## src/rtl/uart_rx.sv

```systemverilog
// UART receiver: 2-FF synchronized line, runtime-prescaled oversampling with a
// 3-sample majority vote at mid-bit, optional parity, one stop bit.
//   IDLE   | line idle, waiting for a falling edge
//   START  | validating the start bit (glitch filter)
//   DATA   | shifting in data bits, LSB first
//   PARITY | checking the parity bit
//   STOP   | sampling the stop bit, leaves at mid-bit
module uart_rx #(
  parameter int DATA_WIDTH = 8,
  parameter int PRESCALE_W = 6
) (
  input  logic                  CLK,
  input  logic                  RST_n,
  input  logic                  RX_IN,
  input  logic                  PAR_EN,
  input  logic                  PAR_TYP,
  input  logic [PRESCALE_W-1:0] Prescale,
  output logic [DATA_WIDTH-1:0] P_DATA,
  output logic                  DATA_VALID,
  output logic                  PAR_ERR,
  output logic                  STP_ERR,
  output logic                  Busy
);

  localparam int BW = $clog2(DATA_WIDTH);
  localparam logic [PRESCALE_W-1:0] ONE      = 1;
  localparam logic [BW-1:0]         BIT_ONE  = 1;
  localparam logic [BW-1:0]         BIT_LAST = BW'(DATA_WIDTH - 1);

  typedef enum logic [2:0] {IDLE, START, DATA, PARITY, STOP} state_t;

  state_t                  state, state_nxt;
  logic                    rx_meta, rx_s;
  logic [PRESCALE_W-1:0]   edge_cnt, presc_l, half;
  logic [BW-1:0]           bit_cnt;
  logic                    par_en_l, par_typ_l, par_bad;
  logic                    smp_a, smp_b;
  logic [DATA_WIDTH-1:0]   shreg;
  logic                    start_det, decide, wrap, bit_val, par_exp;

  assign half      = presc_l >> 1;
  assign start_det = (state == IDLE) && !rx_s;
  assign decide    = (state != IDLE) && (edge_cnt == half + ONE);
  assign wrap      = (state != IDLE) && (edge_cnt == presc_l - ONE);
  assign bit_val   = (smp_a & smp_b) | (smp_a & rx_s) | (smp_b & rx_s);
  assign par_exp   = par_typ_l ? ~^shreg : ^shreg;
  assign Busy      = (state != IDLE);

  always_ff @(posedge CLK or negedge RST_n) begin
    if (!RST_n) begin
      rx_meta <= 1'b1;
      rx_s    <= 1'b1;
      state   <= IDLE;
    end else begin
      rx_meta <= RX_IN;
      rx_s    <= rx_meta;
      state   <= state_nxt;
    end
  end

  always_comb begin
    state_nxt = state;
    case (state)
      IDLE:   if (!rx_s) state_nxt = START;
      START: begin
        if (decide && bit_val) state_nxt = IDLE;
        else if (wrap)         state_nxt = DATA;
      end
      DATA:   if (wrap && bit_cnt == BIT_LAST) state_nxt = par_en_l ? PARITY : STOP;
      PARITY: if (wrap) state_nxt = STOP;
      STOP:   if (decide) state_nxt = IDLE;
      default: state_nxt = IDLE;
    endcase
  end

  always_ff @(posedge CLK or negedge RST_n) begin
    if (!RST_n) begin
      edge_cnt   <= '0;
      presc_l    <= '0;
      bit_cnt    <= '0;
      par_en_l   <= 1'b0;
      par_typ_l  <= 1'b0;
      par_bad    <= 1'b0;
      smp_a      <= 1'b1;
      smp_b      <= 1'b1;
      shreg      <= '0;
      P_DATA     <= '0;
      DATA_VALID <= 1'b0;
      PAR_ERR    <= 1'b0;
      STP_ERR    <= 1'b0;
    end else begin
      DATA_VALID <= 1'b0;
      PAR_ERR    <= 1'b0;
      STP_ERR    <= 1'b0;
      if (start_det) begin
        edge_cnt  <= '0;
        bit_cnt   <= '0;
        presc_l   <= Prescale;
        par_en_l  <= PAR_EN;
        par_typ_l <= PAR_TYP;
        par_bad   <= 1'b0;
      end else if (state != IDLE) begin
        // Counter restarts whenever we drop back to IDLE at mid-bit.
        edge_cnt <= (wrap || (decide && state_nxt == IDLE)) ? '0 : edge_cnt + ONE;
        if (edge_cnt == half - ONE) smp_a <= rx_s;
        if (edge_cnt == half)       smp_b <= rx_s;
        if (decide) begin
          case (state)
            DATA:   shreg[bit_cnt] <= bit_val;
            PARITY: par_bad <= (bit_val != par_exp);
            STOP: begin
              if (bit_val && !par_bad) begin
                DATA_VALID <= 1'b1;
                P_DATA     <= shreg;
              end
              STP_ERR <= !bit_val;
              PAR_ERR <= par_bad;
            end
            default: ;
          endcase
        end
        if (state == DATA && wrap)
          bit_cnt <= (bit_cnt == BIT_LAST) ? '0 : bit_cnt + BIT_ONE;
      end
    end
  end

endmodule

```

## config.mk

```make
export PLATFORM = sky130hd
export DESIGN_NAME = uart_rx
export DESIGN_NICKNAME = d
export VERILOG_FILES = /design/src/rtl/uart_rx.sv
export SDC_FILE = /design/constraint.sdc
export NUM_CORES = 1
export LEC_CHECK = 0
export ABC_AREA = 1
export CAP_MARGIN = 25
export CORE_ASPECT_RATIO = 1.4
export CORE_MARGIN = 2
export CORE_UTILIZATION = 35
export DETAILED_ROUTE_END_ITERATION = 10
export GPL_TIMING_DRIVEN = 0
export HOLD_SLACK_MARGIN = 0.1
export PLACE_DENSITY = 0.5
export SYNTH_ARGS = -nofsm -noshare
export SYNTH_HDL_FRONTEND = slang
export SYNTH_SLANG_ARGS = --single-unit
```

## constraint.sdc

```tcl
create_clock -name CLK -period 4.8 [get_ports CLK]
set_clock_uncertainty 0.05 [all_clocks]
set_input_delay 0.96 -clock CLK [delete_from_list [all_inputs] [get_ports CLK]]
set_output_delay 0.96 -clock CLK [all_outputs]
set_load 0.02 [all_outputs]
```

==> results.sh <==
export IMPL_gp_congestion=0.922
export IMPL_antenna_cells=0
export IMPL_final_common_cell="nand2_1"
export IMPL_design_core_area_mm2=0.00770
export IMPL_syn_avg_cell_area_um2=7.60
export IMPL_p_total_w=0.00180
export IMPL_clock_fmax_mhz=370
export IMPL_clk_latency_ns=0.31
export IMPL_mostFrequentLayoutCells="nand2_1 (114), dfrtp_1 (40), nand3_1 (32)"
export IMPL_seqPwrFrac_pct=29.8
export IMPL_leakage_nw=1.56
export IMPL_pre_cts_ws_ns=2.43
export IMPL_ir_worst_vdd_uv=179
export IMPL_hold_worst_slack_ns=0.311
export IMPL_ctsHoldBuffers=0
export IMPL_path_max_fanout=10
export IMPL_drive_gt1_share_pct=17.3
export IMPL_seq_area_frac_synth_pct=40.1
export IMPL_finalWirelength_um=6690
export IMPL_synthesis_area_mm2=0.00276
export IMPL_powerDensity_mw_per_mm2=556
export IMPL_wl_per_cell_um=13.5
export IMPL_tightest_slew_ns=0.650
export IMPL_status="finished, final reports clean"
export IMPL_path_clk_slew_ns=0.10
export IMPL_sw_frac_of_total_pct=48.2
export IMPL_required_ns=3.79
export IMPL_grt_pass1_wl_um=11400
export IMPL_drcViolationCount=0
export IMPL_finalSetupViolCount=0
export IMPL_cts_setup_buffers=0
export IMPL_fp_dieW_um=79.0
export IMPL_numPortBuffers=22
export IMPL_slowest_delay_ns=0.60
export IMPL_dr_pass1_iters=4
export IMPL_arrival_ns=1.69
export IMPL_die_h_um=109
export IMPL_synth_cell_types=36
export IMPL_setup_ws_ns=2.10
export IMPL_cts_max_level=2
export IMPL_max_cap_violations=0
export IMPL_grt_pass1_vias=2413
export IMPL_post_cts_resized=0
export IMPL_grt_overflow_total=0
export IMPL_clockBufferDepth=2
export IMPL_clkPwrFrac_pct=16.7
export IMPL_dpl_hpwl_um=5220
export IMPL_critPathSlowestCell="clkdlybuf4s50_1"
export IMPL_cp_end_kind="output pin"
export IMPL_rsz0062_at_grt="no"
export IMPL_start_util_pct=35.8
export IMPL_grt_max_degree=38
export IMPL_netSwitchingPower_w=0.000865
export IMPL_cts_tree="done"
export IMPL_worstSetupPathType="register to output pin"
export IMPL_root_buffer="clkbuf_8"
export IMPL_area_growth_pct=17.2
export IMPL_worst_hold_path_type="register to register"
export IMPL_ant_nets=0
export IMPL_yosys_warnings=0
export IMPL_num_vias=2362
export IMPL_min_period_over_period_pct=56.3
export IMPL_setup_worst_path_start_class="register"
export IMPL_comb_power_share_pct=53.6
export IMPL_drtIter0Drc=91
export IMPL_fillers=827
export IMPL_antenna_found_initial=0
export IMPL_max_slew_margin_pct=56.5
export IMPL_layout_min_cycle_time_ns=2.70
export IMPL_syn_inst=363
export IMPL_vias_per_cell=4.78
export IMPL_ys_ff_latch=44
export IMPL_cp_cell_sequence="nor2_1 -> nand2_2 -> clkdlybuf4s50_1"
export IMPL_syn_num_nets=381
export IMPL_slew_violations=0
export IMPL_pin_count=23
export IMPL_clock_sinks=44
export IMPL_die_area_mm2=0.00862
export IMPL_internal_power_w=0.000931
export IMPL_tns_ns=0
export IMPL_grtUsageTotal_pct=17.2
export IMPL_cts_buffers=5
export IMPL_fin_nets=411
export IMPL_std_cell_rows=38
export IMPL_hold_viol=0
stage by stage:
stage / instances / utilization [%] / instance area [um2]
final: 494 / 42.0 / 3230
after CTS: 494 / 42.0 / 3230
after floorplan: 363 / - / 2760
after global routing: 494 / 42.0 / 3230
after detailed placement: 486 / 40.5 / 3120
after global placement: 485 / 40.3 / 3100
power groups by stage:
stage                     Combinational (W)  Clock, W  Sequential, W
after floorplan                    0.000769         0       0.000516
after global placement             0.000957         0       0.000542
after detailed placement           0.000969         0       0.000543
after CTS                          0.000974  0.000310       0.000537
after global routing                0.00110  0.000325       0.000548
final                              0.000962  0.000300       0.000535
kinds of logic (layout without fill, tap and decap cells):
| kind of cell | count (synthesis) | after routing | share of synthesized area (%) |
|---|---|---|---|
| compound gates | 32 | 32 | 6.72 |
| flops | 44 | 44 | 40.1 |
| simple gates | 214 | 214 | 37.9 |
| buf+inv | 52 | 83 | 7.62 |
| xor+xnor | 14 | 14 | 4.45 |
| fa+ha+maj | 7 | 7 | 3.18 |
path summary, 6_finish.rpt:
path                                   startpoint  slack [ns]                       to  cells past startpoint
max reg2reg                presc_l[2]$_DFFE_PN0P_        2.44    P_DATA[5]$_DFFE_PN0P_                     13
min reg2reg                     rx_meta$_DFF_PN1_        0.31           rx_s$_DFF_PN1_                      0
max                            state[0]$_DFF_PN0_        2.10                     Busy                      3
max in group asynchronous                   RST_n        3.72        smp_a$_DFFE_PN1P_                      2
min                             rx_meta$_DFF_PN1_        0.31           rx_s$_DFF_PN1_                      0
min in group asynchronous                   RST_n        0.44  edge_cnt[0]$_DFFE_PN0P_                      1
area by class of cell:
| cell class | instances | area (um2) | share of cell area, % |
|---|---|---|---|
| inverter | 48 | 183 | 5.65 |
| sequential | 44 | 1110 | 34.2 |
| tap | 100 | 125 | 3.87 |
| buffer | 4 | 27.5 | 0.851 |
| clock buffer | 5 | 68.8 | 2.13 |
| multi-input combinational | 267 | 1440 | 44.6 |
| clock inverter | 3 | 46.3 | 1.43 |
| timing repair buffer | 23 | 235 | 7.28 |
state kept, by name, summed over array words and instances, names as in the netlist, 3 cells and up:
name,count
shreg,8
presc_l,6
bit_cnt,3
P_DATA,8
state,3
edge_cnt,6
cells in the mapped netlist:
library cell / n / share of area [%]
buf_6: 1 / 0.41
a21oi_1: 4 / 0.73
clkinv_1: 3 / 0.41
ha_1: 7 / 3.2
nor2_2: 4 / 0.91
nor3_1: 7 / 1.3
inv_1: 29 / 3.9
nor3_2: 1 / 0.36
nor3_4: 2 / 1.2
nor2_4: 3 / 1.2
dfstp_2: 4 / 3.8
o21ai_2: 1 / 0.32
nand2_2: 13 / 2.9
inv_4: 1 / 0.23
o21ai_1: 9 / 1.6
o21a_1: 1 / 0.27
nand2_1: 114 / 16
nor4_1: 2 / 0.45
o21ai_0: 14 / 2.5
nand4_1: 7 / 1.6
nor2_1: 19 / 2.6
buf_2: 1 / 0.18
clkbuf_1: 1 / 0.14
xnor2_1: 5 / 1.6
nand3_2: 5 / 1.8
inv_2: 15 / 2.0
a2111oi_0: 1 / 0.32
a21oi_4: 1 / 0.59
xor2_1: 9 / 2.9
nand3b_1: 1 / 0.27
nand2_4: 3 / 1.2
dfrtp_1: 40 / 36
a21oi_2: 1 / 0.32
nand3_1: 32 / 5.8
nand4_4: 1 / 0.77
buf_4: 1 / 0.27
per-layer routing:
layer  share of wire, %  up-vias  global-route usage (%)  routed length (um)
li1                   -     1216                       -                   -
met1                 41     1101                    18.4                2740
met2                 54       29                    32.8                3580
met5                  0        -                       0                   0
met3                2.7       16                    2.98                 178
met4                2.9        0                    6.90                 191
worst max-delay path, delay by kind of cell, from the launching register on:
| family | cells | cell delay (ns) |
|---|---|---|
| buffers and inverters | 1 | 0.60 |
| flip-flops | 1 | 0.40 |
| AND/OR/NAND/NOR | 2 | 0.38 |
Note: power is estimated with default switching activity, not from simulation.
